--- config.mk ---
export PLATFORM = sky130hd
export DESIGN_NAME = wb_slave_regbank_flat
export DESIGN_NICKNAME = d
export VERILOG_FILES = /design/src/rtl/wb_slave_regbank_if.sv /design/src/rtl/wb_slave_regbank.sv /design/src/flat_wrapper.sv
export SDC_FILE = /design/constraint.sdc
export NUM_CORES = 1
export LEC_CHECK = 0
export ABC_AREA = 1
export CORE_MARGIN = 5
export CORE_UTILIZATION = 35
export DETAILED_ROUTE_END_ITERATION = 6
export GPL_TIMING_DRIVEN = 0
export PLACE_DENSITY = 0.51
export SLEW_MARGIN = 15
export SYNTH_ARGS = -nofsm -noshare
export SYNTH_HDL_FRONTEND = slang
export SYNTH_SLANG_ARGS = --single-unit
export TNS_END_PERCENT = 1
--- constraint.sdc ---
create_clock -name clk -period 4.7 [get_ports clk]
set_input_delay 1.41 -clock clk [delete_from_list [all_inputs] [get_ports clk]]
set_output_delay 1.41 -clock clk [all_outputs]
set_load 0.02 [all_outputs]
--- src/rtl/wb_slave_regbank_if.sv ---
// wb_slave_regbank_if: Wishbone classic signal bundle between the adapter master and the register bank
interface wb_slave_regbank_if #(
    parameter int REG_WIDTH = 32
);
    logic [4:0]             wb_adr_i;
    logic [REG_WIDTH-1:0]   wb_dat_i;
    logic [REG_WIDTH-1:0]   wb_dat_o;
    logic [REG_WIDTH/8-1:0] wb_sel_i;
    logic                   wb_we_i;
    logic                   wb_stb_i;
    logic                   wb_cyc_i;
    logic                   wb_ack_o;
    logic                   wb_err_o;
    modport master (
        output wb_adr_i, wb_dat_i, wb_sel_i, wb_we_i, wb_stb_i, wb_cyc_i,
        input  wb_dat_o, wb_ack_o, wb_err_o
    );
    modport slave (
        input  wb_adr_i, wb_dat_i, wb_sel_i, wb_we_i, wb_stb_i, wb_cyc_i,
        output wb_dat_o, wb_ack_o, wb_err_o
    );
endinterface

--- src/rtl/wb_slave_regbank.sv ---
// wb_slave_regbank: Wishbone classic slave register bank with wait states; define WB_REGBANK_ERR_EN for error termination
module wb_slave_regbank #(
    parameter int                   REG_WIDTH   = 32,
    parameter int                   NUM_REGS    = 16,
    parameter int                   WAIT_STATES = 0,
    parameter logic [REG_WIDTH-1:0] ID_VALUE    = 32'hC0DE_0001
) (
    input logic               clk,
    input logic               rst,
    wb_slave_regbank_if.slave bus
);
    localparam int AW    = $clog2(NUM_REGS);
    localparam int LANES = REG_WIDTH / 8;
    typedef enum logic [1:0] {IDLE, WAIT, ACK} state_t;
    state_t               state;
    logic [2:0]           cnt;
    logic [4:0]           l_adr;
    logic                 l_we;
    logic [LANES-1:0]     l_sel;
    logic [REG_WIDTH-1:0] l_dat;
    logic [REG_WIDTH-1:0] regs [NUM_REGS];
    logic                 ack_q;
    logic [REG_WIDTH-1:0] dat_q;
`ifdef WB_REGBANK_ERR_EN
    logic                 err_q;
`endif
    logic                 req;
    logic                 in_idle;
    logic                 go_ack;
    logic                 hit;
    logic                 bad;
    logic [4:0]           c_adr;
    logic                 c_we;
    logic [LANES-1:0]     c_sel;
    logic [REG_WIDTH-1:0] c_dat;
    logic [AW-1:0]        idx;
    logic [REG_WIDTH-1:0] rd_val;
    // Commit uses live bus inputs when completing straight from IDLE, else the captured request
    always_comb begin
        req     = bus.wb_cyc_i & bus.wb_stb_i;
        in_idle = state == IDLE;
        c_adr   = in_idle ? bus.wb_adr_i : l_adr;
        c_we    = in_idle ? bus.wb_we_i : l_we;
        c_sel   = in_idle ? bus.wb_sel_i : l_sel;
        c_dat   = in_idle ? bus.wb_dat_i : l_dat;
        idx     = c_adr[AW-1:0];
        hit     = {1'b0, c_adr} < 6'(NUM_REGS);
        rd_val  = c_adr == 5'd0 ? ID_VALUE : hit ? regs[idx] : '0;
        go_ack  = req && (in_idle ? WAIT_STATES == 0 : state == WAIT && cnt == 3'd0);
`ifdef WB_REGBANK_ERR_EN
        bad     = !hit || (c_we && c_adr == 5'd0);
`else
        bad     = 1'b0;
`endif
    end
    // Request FSM, register file update and registered bus responses
    always_ff @(posedge clk) begin
        if (rst) begin
            state <= IDLE;
            cnt   <= '0;
            ack_q <= 1'b0;
            dat_q <= '0;
            for (int i = 0; i < NUM_REGS; i++) regs[i] <= '0;
`ifdef WB_REGBANK_ERR_EN
            err_q <= 1'b0;
`endif
        end else begin
            ack_q <= go_ack && !bad;
`ifdef WB_REGBANK_ERR_EN
            err_q <= go_ack && bad;
`endif
            if (go_ack && !bad && !c_we) dat_q <= rd_val;
            if (go_ack && !bad && c_we && hit && c_adr != 5'd0)
                for (int b = 0; b < LANES; b++)
                    if (c_sel[b]) regs[idx][8*b +: 8] <= c_dat[8*b +: 8];
            case (state)
                IDLE: if (req) begin
                    l_adr <= bus.wb_adr_i;
                    l_we  <= bus.wb_we_i;
                    l_sel <= bus.wb_sel_i;
                    l_dat <= bus.wb_dat_i;
                    cnt   <= 3'(WAIT_STATES - 1);
                    state <= WAIT_STATES > 0 ? WAIT : ACK;
                end
                WAIT: begin
                    cnt   <= cnt - 3'd1;
                    state <= !req ? IDLE : cnt == 3'd0 ? ACK : WAIT;
                end
                default: state <= IDLE;
            endcase
        end
    end
    assign bus.wb_ack_o = ack_q;
    assign bus.wb_dat_o = dat_q;
`ifdef WB_REGBANK_ERR_EN
    assign bus.wb_err_o = err_q;
`else
    assign bus.wb_err_o = 1'b0;
`endif
endmodule
--- src/flat_wrapper.sv ---
// flat-port wrapper written by rule: the top's interface ports become plain ports
module wb_slave_regbank_flat 
#(
    parameter int                   REG_WIDTH   = 32,
    parameter int                   NUM_REGS    = 16,
    parameter int                   WAIT_STATES = 0,
    parameter logic [REG_WIDTH-1:0] ID_VALUE    = 32'hC0DE_0001
)
  (clk, rst, bus_wb_adr_i, bus_wb_dat_i, bus_wb_sel_i, bus_wb_we_i, bus_wb_stb_i, bus_wb_cyc_i, bus_wb_dat_o, bus_wb_ack_o, bus_wb_err_o);
  wb_slave_regbank_if #(.REG_WIDTH(REG_WIDTH)) bus_i ();
  input logic clk;
  input logic rst;
  input wire logic [$bits(bus_i.wb_adr_i)-1:0] bus_wb_adr_i;
  input wire logic [$bits(bus_i.wb_dat_i)-1:0] bus_wb_dat_i;
  input wire logic [$bits(bus_i.wb_sel_i)-1:0] bus_wb_sel_i;
  input wire logic [$bits(bus_i.wb_we_i)-1:0] bus_wb_we_i;
  input wire logic [$bits(bus_i.wb_stb_i)-1:0] bus_wb_stb_i;
  input wire logic [$bits(bus_i.wb_cyc_i)-1:0] bus_wb_cyc_i;
  output wire logic [$bits(bus_i.wb_dat_o)-1:0] bus_wb_dat_o;
  output wire logic [$bits(bus_i.wb_ack_o)-1:0] bus_wb_ack_o;
  output wire logic [$bits(bus_i.wb_err_o)-1:0] bus_wb_err_o;
  assign bus_i.wb_adr_i = bus_wb_adr_i;
  assign bus_i.wb_dat_i = bus_wb_dat_i;
  assign bus_i.wb_sel_i = bus_wb_sel_i;
  assign bus_i.wb_we_i = bus_wb_we_i;
  assign bus_i.wb_stb_i = bus_wb_stb_i;
  assign bus_i.wb_cyc_i = bus_wb_cyc_i;
  assign bus_wb_dat_o = bus_i.wb_dat_o;
  assign bus_wb_ack_o = bus_i.wb_ack_o;
  assign bus_wb_err_o = bus_i.wb_err_o;
  wb_slave_regbank #(.REG_WIDTH(REG_WIDTH), .NUM_REGS(NUM_REGS), .WAIT_STATES(WAIT_STATES), .ID_VALUE(ID_VALUE)) u_core (.clk(clk), .rst(rst), .bus(bus_i));
endmodule
# Word-level counts from Yosys, hierarchy flattened
# Memory sizes are Yosys's and may differ from the RTL's.
# Cells that the tools add are included.
# W data, S select, Z words.
# totals
mem_count	1
regBits	80
in_bits	46
elab_cells	64
out_inout_bits	34
mem_bits_rw	512
# op_classes
addsub	1
bitwise	2
reduce_logical	15
n_lt_le_gt_ge	1
n_mux	34
eq_ne	2
# memory_table
memory	depth	width	read_ports	rd_clocked_by_memory_dff	write_ports	line	text
u_core.regs	16	32	1	0	16	wb_slave_regbank.sv:21	logic [REG_WIDTH-1:0] regs [NUM_REGS];
# op_table
op	n
$mux W32	4
$reduce_or A32 Y1	1
$mux W1	20
$mux W4	3
$logic_and A1 B1 Y1	6
$mux W2	3
$pmux W3 S2	1
$logic_not A5 Y1	1
$lt A5 B5 Y1 const B	1
$mux W5	1
$reduce_bool A5 Y1	1
$pmux W2 S2	1
$logic_not A3 Y1	1
$mux W3	1
$reduce_and A3 Y1	1
$sub A3 B1 Y3 const B	1
$eq A2 B1 Y1 const B	1
$logic_not A2 Y1	1
$ne A2 B1 Y1 const B	1
$reduce_and A2 Y1	1
$reduce_bool A2 Y1	1
$and A1 B1 Y1	1
$logic_not A1 Y1	1
$not A1 Y1	1

# Depth between registers and ports, before layout
# Gate-level depths: netlist of the first run.
# logic_depth
ltp_word	12
ltp_mapped	16
depth_no_buf	13

# Worst setup path after synthesis of the first run
# OpenSTA, ideal clock, no wires.
# synth_timing
path_kind	input to register
startpoint	input port rst
endpoint	register u_core.l_adr[0], enable pin
arrival_ns	3.605
n_path_buf	2
setup_time_ns	0.441
stages	3
path_slack_ns	0.653
t_required_ns	4.259
cell_sequence	clkbuf_1 clkbuf_1 nor2_1
# synth_between
elab_chain_cells	2
# synth_lines
item	line	text
start, declared	flat_wrapper.sv:12	input logic rst;
$not A1 Y1 (no source line)	-	
$reduce_and A3 Y1 (no source line)	-	
end signal, assigned	wb_slave_regbank.sv:78	l_adr <= bus.wb_adr_i;
end, declared	wb_slave_regbank.sv:17	logic [4:0] l_adr;
# No other way between the ends.
# A chain may end at the register's enable or synchronous reset.

==> results of run 1 <==
## logic make-up (layout without fill, tap and decap cells)
kind of cell | after synthesis | after routing | share of synthesized area, %
mux | 32 | 32 | 1.05
fa+ha+maj | 2 | 2 | 0.0822
simple gates | 1974 | 1974 | 30.2
flops | 592 | 592 | 57.1
compound gates | 103 | 103 | 1.73
other cells | 1 | 33 | 0.0123
buf+inv | 752 | 961 | 9.78
## per-stage QoR
| stage | setup WS, ps | cell area [um^2] | hold WS, ps | utilization (%) | total power [mW] |
|---|---|---|---|---|---|
| 3_3_place_gp | -2140 | 32800 | 451 | 37.9 | 7.69 |
| 3_5_place_dp | -878 | 32900 | 460 | 38.0 | 7.70 |
| 2_1_floorplan | 653 | 30600 | 439 | - | 6.97 |
| 4_1_cts | 12.8 | 35000 | 469 | 40.5 | 12.9 |
| 6_report | -127 | 35100 | 465 | 40.6 | 13.0 |
| 5_1_grt | -152 | 35100 | 496 | 40.6 | 13.3 |
## layout make-up
type,count,area (um^2)
Clock inverter,28,191
Fill cell,8972,51400
Inverter,498,1870
Clock buffer,96,1950
Tap cell,1155,1450
Sequential cell,592,17400
Timing Repair Buffer,85,858
Multi-Input combinational cell,2144,10300
Buffer,254,1110
## critical path, delay by kind of cell
family,cells,cell delay [ps]
AO/OA/AOI/OAI,1,820
buffers and inverters,3,1370
AND/OR/NAND/NOR,7,1420
## how the worst min path moves through the flow
stage | startpoint | end
final | u_core.cnt[1] | u_core.cnt[1]
after global routing | u_core.cnt[1] | u_core.cnt[1]
after CTS | u_core.cnt[1] | u_core.cnt[1]
after detailed placement | u_core.cnt[1] | u_core.cnt[1]
after global placement | u_core.cnt[1] | u_core.cnt[1]
after floorplan | u_core.cnt[1] | u_core.cnt[1]
## flip-flops by register name, indices dropped and copies added (netlist names)
register / count
u_core.l_adr: 5
u_core.l_sel: 4
u_core.state: 2
u_core.bus.wb_ack_o: 1
u_core.regs: 512
u_core.cnt: 3
u_core.l_dat: 32
u_core.bus.wb_dat_o: 32
u_core.l_we: 1
## cells in the final DEF (no fill, tap or decap), types with 33 or more instances in the layout
master	n
nand2_1	1038
nor3_1	220
clkbuf_16	74
buf_2	39
clkdlybuf4s50_1	78
inv_1	472
dfxtp_1	38
nor3_2	141
nand3b_1	59
nand3_1	237
clkbuf_1	185
conb_1	33
o21ai_0	39
edfxtp_1	554
nor2_1	252
## power by group through the flow
| stage | Sequential (mW) | Combinational, mW | Clock (mW) |
|---|---|---|---|
| 2_1_floorplan | 6.09 | 0.877 | 0 |
| 3_3_place_gp | 6.09 | 1.60 | 0 |
| 3_5_place_dp | 6.09 | 1.61 | 0 |
| 4_1_cts | 5.98 | 1.61 | 5.33 |
| 5_1_grt | 6.00 | 1.76 | 5.52 |
| 6_report | 5.98 | 1.68 | 5.30 |
## what timing repair did
item / 4_1_cts / 5_1_grt
buffers inserted: 0 / 0
gates resized for setup: 6 / 22
pin swaps: 0 / 0
setup endpoints to repair: 48 / 227
## per-layer routing
metal,GRT usage (%),vias up
li1,-,11500
met2,37.0,1418
met3,5.22,241
met5,0,-
met1,36.8,12000
met4,9.54,6
==> impl_results.md, run 1 <==
* Status: finished with violations
* Failing checks: negative setup slack
* CP most frequent cell: nand2_1
* Die width at ~300 um
* Routed met1 length at approximately 53000 um
* Initial core utilization at a little over a third
* Fin crit share at 103%
* Post-synth EDFFs at 554
* Min Tclk post-route at 4830 ps
* Synth-to-layout area growth at 15.3%
* Peak VDD IR at 0.000239 V
* TNS Setup at -5230 ps
* Power per cell area at 369 mW/mm^2
* Wire length on met2 at around 51000 um
* Fin. max-slew vios at 0
* Antenna violations before repair at 4
* TritonCTS clock tree: built
* Vias per cell at ~5.2
* CP Class: input pin to flop
* Post-synth top area cell: edfxtp_1
* Routed wire per std cell at roughly 25 um
* Diodes inserted at 0
* Combinational group share of total power at between 10% and 20%
* Syn_area_per_cell at 8.81 um^2
* Drt first-iter violations at about 3.6k
* Insertion delay to the later sink of the worst-skew pair at approximately 630 ps
* Sequential area share after synthesis at between 50% and 60%
* Max-slew headroom at between 15 and 20%
* Final Hold Viols at 0
* Antenna viol nets, final at 0
* Setup violators final at 72
* Crit path launch type: input pin
* Root buffer cell: clkbuf_16
* Switch share at between 20 and 30%
* Clk pwr share at 40.9%
* Async SR Flop Fraction at 0%
* Max Clk Rate at between 0.2 and 0.25 GHz
* Layout cells sized above 1 at 10.1%
* Required @ worst endpoint at a little under 5000 ps
* Metal3 WL at about 13000 um
* R2R cell count at 11
* Residual DRC at 0
* Count leader, synth: nand2_1
* Synth cell types at 32
* Vias at ~25k
* Min-delay worst type: flop to flop
* IO Count at 80
* Clock sink count at slightly below 600
* Worst Path Arrival at ~5100 ps
* Worst R2R Start: u_core.state[1]
* Main synth FF type: edfxtp_1
* Min-Delay Path Depth at 2
* Reg-to-reg slack, setup at 380 ps
* Clk buf depth at 3
* Setup ws final at -127 ps
* Die height at 305 um
* Cts bufs inserted at between 70 and 80
* Cell row count at approximately 110
* Crit path max-delay cell type: o21ai_1
* Total wire length at 121000 um
* I/O Buffers at about 80
* Unrepaired setup endpoints after global routing: yes
* Htree depth at 3
* GRT overflow at 0
* Max Used Layer: met5
* Largest net degree at the start of global routing at 24
* Total global-route track usage at between 20% and 30%
* Synth Register Bits at a little under 600
* First-pass GRT wire length at ~170000 um
* Netlist Area Pre-Place at 0.0304 mm^2
* Psw at 3.63 mW
* Worst-path clk slew at 60 ps
* Core area at between 0.08 and 0.09 mm^2
* Synth warnings at 0
* CP endpoint kind: flop
* Pleak at ~14 nW
* Nets at approximately 3.7k
* Post-DP HPWL at 88100 um
* Skew final at 35.9 ps
* Final cell count without fillers at approximately 4.9k
* Crit path from: bus_wb_adr_i[0]
* CTS Hold Bufs at 0
* CP cell instances: clkdlybuf4s50_1, nand2_1, nand2_2, nor2_1, nand2_1, nand2_1, nor3_2, buf_4, nand2_2, clkbuf_1, o21ai_1
* Seq pwr share at between 40% and 50%
* Cell types with the highest counts after synthesis: nand2_1 (1038), edfxtp_1 (554), inv_1 (472)
* Setup crit end: u_core.regs[15][24]
* Cells after DPL at between 4k and 5k
* Vias in the first global route at roughly 23k
* Placer Congestion at 1.00
* Mapped Cells at 3456
* Max Cap Viol at 0
* Worst-Margin Slew at between 1000 and 1500 ps
* Maximum fanout along the worst path at 10
* Synth area leaders: edfxtp_1 (55%), nand2_1 (13%), inv_1 (5.8%), nor3_2 (4.6%), nand3_1 (3.9%)
* Int Pwr at around 9.3 mW
* Max stage delay on crit path at between 800 and 900 ps
* Detailed Routing Iterations Pass 1 at 6
* Synth top area share at 54.6%
* Die area at ~0.093 mm^2
* R2R Path End: u_core.regs[15][24]
(Power assumes the default switching activity.)
==> run 2, diff against run 1 <==
- CTS_BUF_LIST: default -> sky130_fd_sc_hd__clkbuf_16
- REMOVE_ABC_BUFFERS: default -> 1
==> run 2 against run 1 <==
Net effect:
- the flow finishes with violations (design-rule violations)
- maximum frequency up 5.7%
- critical path type unchanged
- count of clock-buffer cells in the layout is 25 lower
- cell count down 4.3%
- combinational power shrank 7%
- sequential power about the same
- via count down 9.7%
- register-to-register slack gained 20 ps
- clock power shrank 6.6%
- first-iteration DRC count decreased by 54%
- routed wire length shrank 23%
- utilization up 0.76 points
- global-route usage fell by 5.6 points
==> impl_results.md, run 2 (synthesis results as in run 1) <==
* Antenna viol nets, final at 0 (unchanged)
* Cts bufs inserted at 70 (was 72)
* Clock sink count at 592 (unchanged)
* Dpl ws at -1890 ps (was -878 ps)
* Multi-input logic area at 0.0111 mm^2 (was 0.0103 mm^2)
* Layout cells sized above 1 at 11.9% (was 10.1%)
* Routed wire per std cell at 20.0 um (was 25.0 um)
* Crit path max-delay cell type: o21ai_2 (was o21ai_1)
* Max stage delay on crit path at 590 ps (was 820 ps)
* Worst-path clk slew at 60 ps (about the same)
* Power per cell area at 349 mW/mm^2 (was 369 mW/mm^2)
* Pleak at 14.5 nW (about the same)
* Residual DRC at 3 (was 0)
* Crit-path leading delay family: buffers and inverters (was simple AND/OR/NAND/NOR gates)
* CP endpoint kind: flop (unchanged)
* Unrepaired setup endpoints after global routing: yes (unchanged)
* Vias at 22.7k (was 25.1k)
* Hold slack final at 467 ps (was 465 ps)
* I/O Buffers at 78 (unchanged)
* Htree depth at 3 (unchanged)
* Antenna violations before repair at 1 (was 4)
* Setup ws final at 133 ps (was -127 ps)
* Most flops, register: u_core.regs (unchanged)
* Drt first-iter violations at 1640 (was 3573)
* Register area at 0.0174 mm^2 (unchanged)
* Die area at 0.0930 mm^2 (unchanged)
* Fin crit share at 97.2% (was 103%)
* Min Tclk post-route at 4570 ps (was 4830 ps)
* Worst Path Arrival at 4810 ps (was 5060 ps)
* Setup violators final at 0 (was 72)
* Nets at 3484 (was 3695)
* Cells after DPL at 4512 (was 4728)
* CP Buf/Inv Count at 6 (was 3)
* Skew final at 24.6 ps (was 35.9 ps)
* Max-slew headroom at 16.3% (was 17.0%)
* Detailed Routing Iterations Pass 1 at 7 (was 6)
* Post-DP HPWL at 52400 um (was 88100 um)
* First-pass GRT wire length at 140000 um (was 169000 um)
* Synth-to-layout area growth at 17.4% (was 15.3%)
* Most frequent cells in the layout: nand2_1 (1034), edfxtp_1 (554), inv_1 (499) (was nand2_1 (1038), edfxtp_1 (554), inv_1 (472))
* Vias in the first global route at 21.8k (was 23.1k)
* Final cell count without fillers at 4644 (was 4852)
* Cell row count at 108 (unchanged)
* Worst R2R Start: u_core.state[1] (unchanged)
* Insertion delay to the later sink of the worst-skew pair at 610 ps (was 630 ps)
* Placer Congestion at 0.758 (was 1.00)
* Root buffer cell: clkbuf_16 (unchanged)
* Crit. path cell count at 11 (unchanged)
* Min-delay worst type: flop to flop (unchanged)
* Die width at 305 um (unchanged)
* Crit path launch type: input pin (unchanged)
* TritonCTS clock tree: built (unchanged)
* Largest net degree at the start of global routing at 100 (was 24)
* Crit path from: bus_wb_adr_i[0] (unchanged)
* CTS Hold Bufs at 0 (unchanged)
* Most common cell after layout, fill and taps aside: nand2_1 (unchanged)
* Core area at 0.0865 mm^2 (unchanged)
* Max FFs per register at 512 (unchanged)
* Initial core utilization at 35.2% (unchanged)
* Status: finished with violations (unchanged)
* Maximum fanout along the worst path at 52 (was 10)
* Peak VDD IR at 0.000216 V (was 0.000239 V)
* IO Count at 80 (unchanged)
* Final Hold Viols at 0 (unchanged)
* GRT overflow at 0 (unchanged)
* Worst-Margin Slew at 1250 ps (was 1240 ps)
* Post-route cell area at 0.0358 mm^2 (was 0.0351 mm^2)
* Setup crit end: u_core.regs[9][26] (was u_core.regs[15][24])
* Reg-to-reg slack, setup at 400 ps (was 380 ps)
* Fin. max-slew vios at 0 (unchanged)
* Required @ worst endpoint at 4940 ps (about the same)
* CP Class: input pin to flop (unchanged)
* Fill cell count at 8604 (was 8972)
* R2R Path End: u_core.regs[12][9] (was u_core.regs[15][24])
* Area after DPL at 0.0333 mm^2 (was 0.0329 mm^2)
* Total global-route track usage at 19.6% (was 25.2%)
* Clk buf depth at 3 (unchanged)
* Max Clk Rate at 0.219 GHz (was 0.207 GHz)
* Diodes inserted at 0 (unchanged)
* CP cell instances: dlygate4sd2_1, inv_1, nand2_8, buf_16, nand2_4, buf_12, nor2_1, inv_2, nor2_1, inv_2, o21ai_2 (was clkdlybuf4s50_1, nand2_1, nand2_2, nor2_1, nand2_1, nand2_1, nor3_2, buf_4, nand2_2, clkbuf_1, o21ai_1)
* Max Cap Viol at 0 (unchanged)
* Failing checks: design-rule violations (was negative setup slack)
* R2R cell count at 14 (was 11)
* Total wire length at 92900 um (was 121000 um)
* Vias per cell at 4.88 (was 5.17)
* Die height at 305 um (unchanged)
run 2: how the worst min path moves through the flow:
stage                  startpoint       endpoint  slack (ps)  cells after the start
global placement    u_core.cnt[1]  u_core.cnt[1]         450                      2
floorplan           u_core.cnt[1]  u_core.cnt[1]         430                      2
finish              u_core.cnt[1]  u_core.cnt[1]         470                      2
global route        u_core.cnt[1]  u_core.cnt[1]         490                      2
detailed placement  u_core.cnt[1]  u_core.cnt[1]         450                      2
CTS                 u_core.cnt[1]  u_core.cnt[1]         460                      2
run 2: repair_timing:
| item | 4_1_cts | 5_1_grt |
|---|---|---|
| resized for setup | 78 | 8 |
| endpoints found under the setup margin | 662 | 112 |
| gates cloned | 4 | 0 |
| setup buffers | 3 | 0 |
| pin swaps | 4 | 0 |
run 2: final cells by class:
class | count | share of cell area [%]
inverters | 498 | 5.26
clock inverters | 54 | 0.703
flip-flops and latches | 592 | 48.7
clock buffers | 71 | 4.97
multi-input cells | 2147 | 31.1
repair buffers | 127 | 5.26
well taps | 1155 | 4.04
run 2: power by group:
group          leakage (nW)  internal [mW]  switching (mW)
Combinational          7.43          0.451            1.11
Sequential             6.01           5.93          0.0478
Clock                  1.11           2.78            2.17
run 2: worst register-to-register path, stage by stage (launching register included):
cell     delay, ps
dfxtp_1        350
nor2_4         490
nand2_8        350
buf_12         310
nand2_8        310
nor2_1         150
nand2_1        100
nand2_1        150
nor3_4         270
buf_4          150
buf_16         150
buf_8          170
nand2_8        210
buf_16         360
o21ai_4        430
run 2: routing by layer:
metal / up-vias / global-route usage, % / wire length (um)
li1: 11100 / - / -
met1: 10900 / 27.5 / 41600
met2: 632 / 32.5 / 43800
met3: 120 / 3.06 / 5540
met4: 0 / 4.25 / 1910
met5: - / 0 / 0
run 2: per-stage QoR:
stage                     utilization [%]  power (mW)  setup TNS [ps]
after global routing                 41.3        13.0           -41.5
after global placement               36.6        7.55               -
after detailed placement             38.4        7.61         -890090
final                                41.3        12.5               0
after floorplan                         -        6.94        -5478390
after CTS                            41.3        12.6               0
